`src/rtl/uart_pack_decoder.sv`:
```
// Deframes PACK_NUM UART bytes into one checked command; 1-cycle latency from the final byte strobe.
// One-entry valid/ready hold buffer: a packet completing while the buffer is full and not accepted is dropped (overflow).
module uart_pack_decoder #(
  parameter int DATA_BIT    = 32,
  parameter int PACK_NUM    = (DATA_BIT/8)*2+3,
  parameter int TIMEOUT_CLK = 8000
) (
  input  logic                clk_i,
  input  logic                rst_ni,
  input  logic [7:0]          data_i,
  input  logic                rx_done_tick_i,
  input  logic                pkt_ready_i,
  output logic                pkt_valid_o,
  output logic [DATA_BIT-1:0] out_pattern_o,
  output logic [DATA_BIT-1:0] freq_pattern_o,
  output logic [3:0]          channel_o,
  output logic                mode_o,
  output logic [7:0]          slow_period_o,
  output logic [7:0]          fast_period_o,
  output logic                busy_o,
  output logic                err_o,
  output logic [1:0]          err_code_o
);

  localparam int CW = $clog2(PACK_NUM);
  localparam int TW = $clog2(TIMEOUT_CLK+1);
  localparam int SW = PACK_NUM*8;

  typedef enum logic {IDLE, RECV} state_t;

  state_t          state_q, state_d;
  logic [CW-1:0]   cnt_q;
  logic [TW-1:0]   tmo_q;
  logic [SW-9:0]   stage_q;
  logic [SW-1:0]   stage_nxt;
  logic [7:0]      ctrl;
  logic            tmo_hit, byte_ok, pkt_done, ctrl_ok, accept, load;

  always_ff @(posedge clk_i or negedge rst_ni) begin
    if (!rst_ni) state_q <= IDLE;
    else         state_q <= state_d;
  end

  always_comb begin
    state_d = state_q;
    case (state_q)
      IDLE:    if (rx_done_tick_i) state_d = RECV;
      RECV:    if (tmo_hit || pkt_done) state_d = IDLE;
      default: state_d = IDLE;
    endcase
  end

  // A byte landing in the same cycle as the timeout is discarded with the partial packet.
  always_comb begin
    busy_o    = (state_q == RECV);
    tmo_hit   = (state_q == RECV) && (tmo_q == TW'(TIMEOUT_CLK));
    byte_ok   = rx_done_tick_i && !tmo_hit;
    pkt_done  = byte_ok && (state_q == RECV) && (cnt_q == CW'(PACK_NUM-1));
    stage_nxt = {data_i, stage_q};
    ctrl      = stage_nxt[(PACK_NUM-3)*8 +: 8];
    ctrl_ok   = !ctrl[3] && (ctrl[1:0] == 2'b01);
    accept    = pkt_valid_o && pkt_ready_i;
    load      = pkt_done && ctrl_ok && (!pkt_valid_o || pkt_ready_i);
  end

  always_ff @(posedge clk_i or negedge rst_ni) begin
    if (!rst_ni) begin
      cnt_q   <= '0;
      tmo_q   <= '0;
      stage_q <= '0;
    end else begin
      if (tmo_hit)      cnt_q <= '0;
      else if (byte_ok) cnt_q <= pkt_done ? '0 : cnt_q + CW'(1);
      if (byte_ok) stage_q <= stage_nxt[SW-1:8];
      if (byte_ok || state_q == IDLE)      tmo_q <= '0;
      else if (tmo_q != TW'(TIMEOUT_CLK))  tmo_q <= tmo_q + TW'(1);
    end
  end

  always_ff @(posedge clk_i or negedge rst_ni) begin
    if (!rst_ni) begin
      pkt_valid_o    <= 1'b0;
      out_pattern_o  <= '0;
      freq_pattern_o <= '0;
      channel_o      <= '0;
      mode_o         <= 1'b0;
      slow_period_o  <= '0;
      fast_period_o  <= '0;
      err_o          <= 1'b0;
      err_code_o     <= '0;
    end else begin
      err_o <= 1'b0;
      if (load) begin
        pkt_valid_o    <= 1'b1;
        out_pattern_o  <= stage_nxt[0 +: DATA_BIT];
        freq_pattern_o <= stage_nxt[DATA_BIT +: DATA_BIT];
        channel_o      <= ctrl[7:4];
        mode_o         <= ctrl[2];
        slow_period_o  <= stage_nxt[(PACK_NUM-2)*8 +: 8];
        fast_period_o  <= stage_nxt[(PACK_NUM-1)*8 +: 8];
      end else if (accept) begin
        pkt_valid_o <= 1'b0;
      end
      if (tmo_hit) begin
        err_o      <= 1'b1;
        err_code_o <= 2'd1;
      end else if (pkt_done && !ctrl_ok) begin
        err_o      <= 1'b1;
        err_code_o <= 2'd2;
      end else if (pkt_done && !load) begin
        err_o      <= 1'b1;
        err_code_o <= 2'd3;
      end
    end
  end

endmodule

```
`config.mk`:
```
export PLATFORM = sky130hd
export DESIGN_NAME = uart_pack_decoder
export DESIGN_NICKNAME = d
export VERILOG_FILES = /design/src/rtl/uart_pack_decoder.sv
export SDC_FILE = /design/constraint.sdc
export NUM_CORES = 1
export LEC_CHECK = 0
export BUFFER_PORTS_ARGS = -buffer_cell sky130_fd_sc_hd__clkbuf_2
export CORE_ASPECT_RATIO = 1.75
export CORE_MARGIN = 10
export CORE_UTILIZATION = 25
export DETAILED_ROUTE_END_ITERATION = 8
export GPL_TIMING_DRIVEN = 0
export HOLD_SLACK_MARGIN = 0.06
export SLEW_MARGIN = 20
export SYNTH_ARGS = -nofsm -noshare
export SYNTH_HDL_FRONTEND = slang
export SYNTH_SLANG_ARGS = --single-unit
```
`constraint.sdc`:
```
create_clock -name clk_i -period 2.81 [get_ports clk_i]
set_clock_uncertainty 0.2 [all_clocks]
set_input_delay 0.4215 -clock clk_i [delete_from_list [all_inputs] [get_ports clk_i]]
set_output_delay 0.4215 -clock clk_i [all_outputs]
set_load 0.03 [all_outputs]
```
==> results of run 1 <==
## registers in the layout, indices dropped and copies added (netlist names)
name / cells
err_o: 1
out_pattern_o: 32
busy_o: 1
freq_pattern_o: 32
err_code_o: 2
slow_period_o: 8
fast_period_o: 8
cnt_q: 4
channel_o: 4
stage_q: 80
pkt_valid_o: 1
tmo_q: 13
mode_o: 1
## metrics by stage
stage	hold WS (ns)	total power [uW]	util	instances	area (um^2)
floorplan	-0.0741	5090	-	466	7450
global placement	0.280	5730	0.287	948	8430
detailed placement	0.0904	5800	0.289	950	8500
CTS	0.120	8330	0.313	990	9210
global route	0.147	8630	0.315	990	9250
finish	0.147	8170	0.315	990	9250
## power by group through the flow
stage          Sequential [uW]  Combinational, uW  Clock, uW
2_1_floorplan             4300                792          0
3_3_place_gp              3880               1850          0
3_5_place_dp              3910               1900          0
4_1_cts                   3850               1920       2560
5_1_grt                   3950               2010       2660
6_report                  3840               1860       2470
## path summary, 6_finish.rpt
check | to | from | depth (start not counted) | slack [ns]
min | pkt_valid_o | pkt_ready_i | 3 | 0.15
min in group asynchronous | stage_q[9] | rst_ni | 2 | 0.21
min reg2reg | err_code_o[1] | err_code_o[1] | 1 | 0.30
max in group asynchronous | tmo_q[4] | rst_ni | 3 | 1.51
max | freq_pattern_o[26] | tmo_q[2] | 7 | 0.09
max reg2reg | freq_pattern_o[26] | tmo_q[2] | 7 | 0.09
## cell families after synthesis
| group | share of synthesized area |
|---|---|
| AO/OA/AOI/OAI | 0.0148 |
| XOR/XNOR | 0.0106 |
| adder cells (fa/ha/maj) | 0.00671 |
| buffers and inverters | 0.0243 |
| flip-flops | 0.628 |
| multiplexers | 0.274 |
| AND/OR/NAND/NOR | 0.0415 |
## repair_timing
action,CTS,global route
endpoints found under the hold margin,202,0
setup endpoints to repair,80,126
gates cloned,0,0
gates resized for setup,4,11
pin swaps,0,0
hold buffers,9,0
## final cells by class
type | count | area [um^2] | area share
Timing Repair Buffer | 111 | 654 | 0.0707
Clock inverter | 14 | 183 | 0.0197
Tap cell | 382 | 478 | 0.0517
Clock buffer | 17 | 425 | 0.0460
Inverter | 5 | 18.8 | 0.00203
Buffer | 20 | 196 | 0.0212
Sequential cell | 187 | 4680 | 0.506
Multi-Input combinational cell | 254 | 2610 | 0.283
## metal layers
metal | routed length [um] | share of wire
met2 | 8940 | 0.53
met5 | 0 | 0
met3 | 956 | 0.057
met4 | 229 | 0.014
met1 | 6710 | 0.40
## synthesized netlist by cell type
library cell	count
buf_4	8
o31ai_1	1
and4b_1	1
nor4_2	1
buf_2	4
and2_1	1
nand4_1	6
clkinv_1	1
mux2_4	50
mux2_2	115
o21ba_2	1
nand2b_1	3
ha_1	4
and4_1	1
a21oi_1	6
inv_1	4
xor2_1	5
nor3b_1	1
a22oi_1	1
buf_6	7
nand2_1	8
nand3_1	6
or2_2	1
nor3_1	4
nor2_1	15
o21ai_1	1
xnor2_1	4
and4_4	1
clkbuf_1	1
o21a_1	2
or4_1	2
dfrtp_1	187
nand3b_1	1
and3_1	3
or3_1	2
o21ai_0	7
## cells in the final DEF, fill, tap and decap left out, drive strengths merged, types with 8 or more instances in the layout
master	instances
mux2	165
buf	21
nand2	8
inv	10
dlygate4sd3	9
clkbuf	118
nor2	15
dfrtp	187
o21ai	8
## critical path, cell delays in order, from the launching register on
cell and delay [ns]:
dfrtp_2 0.44, or3_1 0.43, or4_4 0.57, and4_4 0.21, buf_6 0.12, buf_6 0.15, buf_6 0.17, mux2_4 0.30
==> impl_results.md, run 1 <==
- DRT iter0 DRCs: 176
- Setup ws final: 0.0937 ns
- H-tree levels: 4
- Io pins: 102
- Reg clk slew, reported paths: 0.07 ns
- Clk network pwr share: 0.303
- Post-synth top area cell: dfrtp_1
- Arr. time, crit path: 2.83 ns
- Drt drc: 0
- Largest net degree at the start of global routing: 88
- Worst Path Class, Setup: register to register
- Longest Clk Path Bufs: 2
- Avg WL per Cell: 17.0 um
- Max Transition Viols Final: 0
- Worst Max-Slew Pin Slew: 0.804 ns
- GR Util All Layers: 0.0928
- Starting Density: 0.254
- Mapped Nets: 482
- Via density: 4.16
- Fmax: 368 MHz
- Clk Latency, worst-skew pair: 0.43 ns
- Vias post-DR: 4116
- Num CTS Buffers: 17
- RSZ-0062 raised after global routing: no
- Setup TNS: 0 ns
- Initial DRT Pass Iterations: 4
- Core footprint: 29400 um^2
- Cell Area, Synth: 7450 um^2
- Largest cells by area after synthesis: dfrtp_1 63%, mux2_2 17%, mux2_4 10%
- Diode count: 0
- Met3 usage: 0.0260
- # setup viols final: 0
- Final Hold Viols: 0
- Tmin final: 2.72 ns
- CTS sink cnt: 187
- Cell row count: 83
- Antenna-violating nets left: 0
- CTS root buffer: clkbuf_16
- Worst EP required: 2.92 ns
- Buffers on Ports: 100
- Setup Buffers After CTS: 0
- Syn_area_per_cell: 16.0 um^2
- Yosys reg bits: 187
- Initial antenna violation count: 0
- CTS tree: done
- Status: finished clean
- Seq pwr share: 0.470
- Nets: 612
- Grt total ovfl: 0
- Pwr dens: 883 nW/um^2
- Sw Share: 0.321
- Worst vdd ir: 0.000437 V
- Leakage power total: 0.00438 uW
- Max-cap violation count: 0
- CP endpoint kind: register
- Critical-path maximum fanout: 10
- Sequential area share after synthesis: 0.628
- Yosys warns: 0
- M2 GR Usage: 0.161
- Setup crit start kind: register
- Mapped Cells: 466
- Met1 usage: 0.105
- Pre-CTS WS: -0.139 ns
- Crit share post-route: 0.967
- DIE AREA: 37400 um^2
- Top cell type's share of synthesized area: 0.628
- Combinational power share: 0.228
- Fill cells: 2893
- Synth-to-layout area growth: 24.1%
- Share of cells above drive strength 1: 0.535
- Pint: 5550 uW
- Die width: 151 um
- P_sw: 2620 uW
- Die Y: 248 um
- Busiest grt layer: met2
- Slew headroom: 0.460
- HPWL Detailed: 12.4 mm
- Vias in the first global route: 4522
- DRT Wirelength: 16.8 mm
- Placer Congestion: 0.758
- Distinct cells, synth: 36
- First-pass GRT wire length: 26.6 mm
- Worst hold path class: input pin to register
(Power assumes the default switching activity.)
==> inputs of run 2 (changes only) <==
==> constraint.sdc (replaced) <==
create_clock -name clk_i -period 2.9 [get_ports clk_i]
set_clock_uncertainty 0.2 [all_clocks]
set_input_delay 0.435 -clock clk_i [delete_from_list [all_inputs] [get_ports clk_i]]
set_output_delay 0.435 -clock clk_i [all_outputs]
set_load 0.03 [all_outputs]
==> run 2 against run 1 <==
Net effect:
- combinational power decreased by 3%
- die area stayed put
- non-clock buffer count is 1 lower
- total power down 3.2%
- clock power is 3% lower
- critical path depth unchanged
- highest routed layer unchanged
==> impl_results.md, run 2 (synthesized netlist as in run 1, its figures left out) <==
- Buffers on Ports: 100
- Worst Max-Slew Pin Slew: 0.797 ns
- Reg clk slew, reported paths: 0.07 ns
- CTS root buffer: clkbuf_16
- Biggest regs: stage_q (80), freq_pattern_o (32), out_pattern_o (32)
- Final Hold Viols: 0
- Worst hold path class: input pin to register
- Largest reg by FF count: stage_q
- DRT iter0 DRCs: 175
- Starting Density: 0.254
- Non-Filler Instances: 989
- Pwr dens: 860 nW/um^2
- Tmin final: 2.75 ns
- M2 GR Usage: 0.161
- Via density: 4.16
- P_sw: 2540 uW
- Combinational power share: 0.227
- Initial DRT Pass Iterations: 6
- Synth-to-layout area growth: 23.5%
- Diode count: 0
- Die width: 151 um
- Pint: 5370 uW
- CP endpoint kind: register
- Die Y: 248 um
- Drt drc: 0
- Cell row count: 83
- Leakage power total: 0.00437 uW
- Clk network pwr share: 0.303
- Antenna-violating nets left: 0
- Final Instance Area: 9200 um^2
- H-tree levels: 4
- Setup crit start kind: register
- Core footprint: 29400 um^2
- Nets: 611
- Max-cap violation count: 0
- CTS tree: done
- Fmax: 364 MHz
- Worst EP required: 3.01 ns
- Slew headroom: 0.464
- Most common cell after layout, fill and taps aside: dfrtp_1
- Longest Clk Path Bufs: 2
- WHS: 0.0925 ns
- First-pass GRT wire length: 26.6 mm
- Busiest grt layer: met2
- Num CTS Buffers: 17
- Grt total ovfl: 0
- R2r setup slk: 0.15 ns
- Clk Latency, worst-skew pair: 0.43 ns
- Placer Congestion: 0.758
- Setup TNS: 0 ns
- Crit share post-route: 0.948
- Status: finished clean
- Sw Share: 0.321
- Max FFs per register: 80
- Placed Cells incl. Taps: 950
- Worst vdd ir: 0.000423 V
- Worst Path Class, Setup: register to register
- HPWL Detailed: 12.4 mm
- Largest net degree at the start of global routing: 88
- CTS sink cnt: 187
- GR Util All Layers: 0.0927
- Max Transition Viols Final: 0
- DRT Wirelength: 16.8 mm
- Vias post-DR: 4110
- Cell Area, Placed: 8500 um^2
- DIE AREA: 37400 um^2
- Most frequent cells in the layout: 187 x dfrtp_1, 115 x mux2_2, 99 x clkbuf_2, 50 x mux2_4, 17 x clkbuf_16
- Util after Layout: 0.313
- Met1 usage: 0.105
- Seq pwr share: 0.470
- Critical-path maximum fanout: 10
- Arr. time, crit path: 2.86 ns
- Share of cells above drive strength 1: 0.530
- Initial antenna violation count: 0
- Avg WL per Cell: 17.0 um
- # setup viols final: 0
- Io pins: 102
- RSZ-0062 raised after global routing: no
- Met3 usage: 0.0260
- Vias in the first global route: 4517
==> run 2: critical path: stages, from the launching register on <==
cell and delay [ns]:
dfrtp_1 0.44, or3_1 0.43, or4_1 0.59, and4_4 0.22
buf_6 0.12, buf_6 0.15, buf_6 0.17, mux2_4 0.30
==> run 2: path summary, 6_finish.rpt <==
| path | startpoint | to | depth (start not counted) |
|---|---|---|---|
| min in group asynchronous | rst_ni | stage_q[9] | 2 |
| min | data_i[2] | fast_period_o[2] | 2 |
| min reg2reg | err_code_o[1] | err_code_o[1] | 1 |
| max in group asynchronous | rst_ni | slow_period_o[5] | 3 |
| max | tmo_q[2] | freq_pattern_o[26] | 7 |
| max reg2reg | tmo_q[2] | freq_pattern_o[26] | 7 |
==> run 2: repair_timing <==
| action | 4_1_cts | 5_1_grt |
|---|---|---|
| gates resized for setup | 2 | 3 |
| hold endpoints to repair | 201 | 0 |
| pin swaps | 0 | 0 |
| buffers inserted | 0 | 0 |
| gates cloned | 0 | 0 |
| setup endpoints to repair | 37 | 64 |
| hold buffers | 8 | 0 |
==> run 2: metrics by stage <==
| step | setup WS [ns] | power (uW) |
|---|---|---|
| 6_report | 0.152 | 7910 |
| 5_1_grt | 0.0304 | 8350 |
| 4_1_cts | 0.0563 | 8070 |
| 3_5_place_dp | -0.0488 | 5620 |
| 3_3_place_gp | -2.48 | 5560 |
| 2_1_floorplan | 0.368 | 4940 |
==> run 2: layout make-up <==
type	count	area, um^2
Buffer	20	174
Clock buffer	17	425
Clock inverter	14	183
Fill cell	2899	20200
Inverter	5	18.8
Multi-Input combinational cell	254	2600
Sequential cell	187	4680
Tap cell	382	478
Timing Repair Buffer	110	644
==> run 2: power groups by stage <==
| stage | Combinational [uW] | Clock, uW | Sequential [uW] |
|---|---|---|---|
| 3_5_place_dp | 1840 | 0 | 3780 |
| 5_1_grt | 1950 | 2580 | 3830 |
| 4_1_cts | 1860 | 2480 | 3730 |
| 2_1_floorplan | 767 | 0 | 4170 |
| 6_report | 1800 | 2400 | 3720 |
| 3_3_place_gp | 1790 | 0 | 3760 |
==> run 2: metal layers <==
metal	wire [um]	share of wire	vias to the layer above
li1	-	-	1911
met1	6730	0.40	2095
met4	222	0.013	0
met2	8910	0.53	90
met5	0	0	-
met3	968	0.058	14
==> inputs of run 3 (changes only) <==
--- a/config.mk
+++ b/config.mk
@@ -9,6 +9,7 @@
 export CORE_ASPECT_RATIO = 1.75
 export CORE_MARGIN = 10
 export CORE_UTILIZATION = 25
+export CTS_BUF_LIST = sky130_fd_sc_hd__clkbuf_2 sky130_fd_sc_hd__clkbuf_4 sky130_fd_sc_hd__clkbuf_8
 export DETAILED_ROUTE_END_ITERATION = 8
 export GPL_TIMING_DRIVEN = 0
 export HOLD_SLACK_MARGIN = 0.06
==> run 3 against run 2 <==
Net effect:
- global-route usage hardly changed
- die area stayed put
- setup slack worse by 0.010 ns
- critical endpoint is now freq_pattern_o[24]
- largest power group unchanged
==> impl_results.md, run 3 (synthesized netlist as in run 1, its figures left out) <==
- Placer Congestion: 0.758
- DIE AREA: 37400 um^2
- Worst EP required: 3.05 ns
- Largest reg by FF count: stage_q
- Starting Density: 0.254
- Util after Layout: 0.307
- First-pass GRT wire length: 26.6 mm
- Largest net degree at the start of global routing: 88
- Worst hold path class: input pin to register
- Nets: 612
- WHS: 0.118 ns
- Io pins: 102
- Critical-path maximum fanout: 10
- Max FFs per register: 80
- Arr. time, crit path: 2.90 ns
- Setup crit start kind: register
- CP endpoint kind: register
- Status: finished clean
- Tmin final: 2.76 ns
- Worst Path Class, Setup: register to register
- Synth-to-layout area growth: 21.0%
- Share of cells above drive strength 1: 0.530
- CTS sink cnt: 187
- DRT Wirelength: 16.8 mm
- Via density: 4.14
- Crit share post-route: 0.951
- Cell mode on critical path: buf_6
- Most common cell after layout, fill and taps aside: dfrtp_1
- Die width: 151 um
- CP Buf/Inv Count: 3
- Slowest-stage cell, CP: or4_1
- Reg clk slew, reported paths: 0.11 ns
- Die Y: 248 um
- HPWL Detailed: 12.4 mm
- Fill cells: 2923
- Avg WL per Cell: 17.0 um
- Final Hold Viols: 0
- Cell row count: 83
- Num CTS Buffers: 17
- Leakage power total: 0.00429 uW
- Clk Latency, worst-skew pair: 0.47 ns
- CTS root buffer: clkbuf_8
- Max Transition Viols Final: 0
- RSZ-0062 raised after global routing: no
- Most frequent cells in the layout: 187 x dfrtp_1, 115 x mux2_2, 99 x clkbuf_2, 50 x mux2_4, 18 x clkbuf_8
- Buffers on Ports: 100
- Antenna-violating nets left: 0
- Diode count: 0
- GR Util All Layers: 0.0924
- Initial antenna violation count: 0
- Worst Max-Slew Pin Slew: 0.801 ns
- # setup viols final: 0
- Drt drc: 0
- Biggest regs: stage_q (80), freq_pattern_o (32), out_pattern_o (32)
- Pwr dens: 813 nW/um^2
- Worst vdd ir: 0.000400 V
- Fmax: 363 MHz
- H-tree levels: 4
- Core footprint: 29400 um^2
- Grt total ovfl: 0
- Critical path's top delay family: simple AND/OR/NAND/NOR gates
- Longest Clk Path Bufs: 2
- Vias in the first global route: 4513
- DRT iter0 DRCs: 121
- CTS tree: done
- Worst-path cell chain: or3_1 > or4_1 > and4_4 > buf_6 > buf_6 > buf_6 > mux2_4
- Initial DRT Pass Iterations: 4
- Slew headroom: 0.461
- Vias post-DR: 4102
- Largest stage delay, worst path: 0.58 ns
- Max-cap violation count: 0
==> run 3: worst paths after layout <==
kind | endpoint | slack (ns) | start | cells past startpoint
setup / recovery | freq_pattern_o[24] | 0.14 | tmo_q[2] | 7
hold / removal | pkt_valid_o | 0.12 | pkt_ready_i | 3
setup reg to reg | freq_pattern_o[24] | 0.14 | tmo_q[2] | 7
hold reg to reg | err_code_o[1] | 0.31 | err_code_o[1] | 1
max in group asynchronous | stage_q[53] | 1.65 | rst_ni | 3
min in group asynchronous | stage_q[1] | 0.18 | rst_ni | 2
==> run 3: area by class of cell <==
cell class                      instances  area, um^2  share of cell area
Sequential cell                       187        4680               0.519
Multi-Input combinational cell        254        2600               0.288
Timing Repair Buffer                  111         654              0.0725
Tap cell                              382         478              0.0530
Clock buffer                           17         234              0.0259
Clock inverter                         14         183              0.0202
Buffer                                 20         174              0.0193
Inverter                                5        18.8             0.00208
==> run 3: where the power goes <==
group,switching (uW),total [uW],internal [uW]
Combinational,993,1800,805
Clock,1020,1820,802
Sequential,458,3710,3260
==> run 3: stage by stage <==
stage	total power, uW	setup slack [ns]	cell area [um^2]	setup TNS (ns)	cells
finish	7330	0.142	9020	0	990
CTS	7480	0.0472	9010	0	990
detailed placement	5620	-0.0488	8500	-0.546	950
global route	7770	0.0179	9020	0	990
floorplan	4940	0.368	7450	0	466
global placement	5560	-2.48	8430	-459.89	948
==> run 3: per-layer routing <==
metal / global-route usage / wire length (um)
met1: 0.105 / 6700
met2: 0.160 / 8960
met3: 0.0271 / 935
met4: 0.0300 / 188
met5: 0 / 0
==> run 3: worst min-delay path: stages <==
cell and delay [ns]:
clkbuf_2 0.07, nand2b_1 0.17, nand2_1 0.07
==> run 3: repair_timing <==
action                                  CTS  global route
endpoints found under the setup margin   49            73
gates resized for setup                   2             3
setup buffers                             0             0
hold endpoints to repair                203             0
hold buffers                              9             0
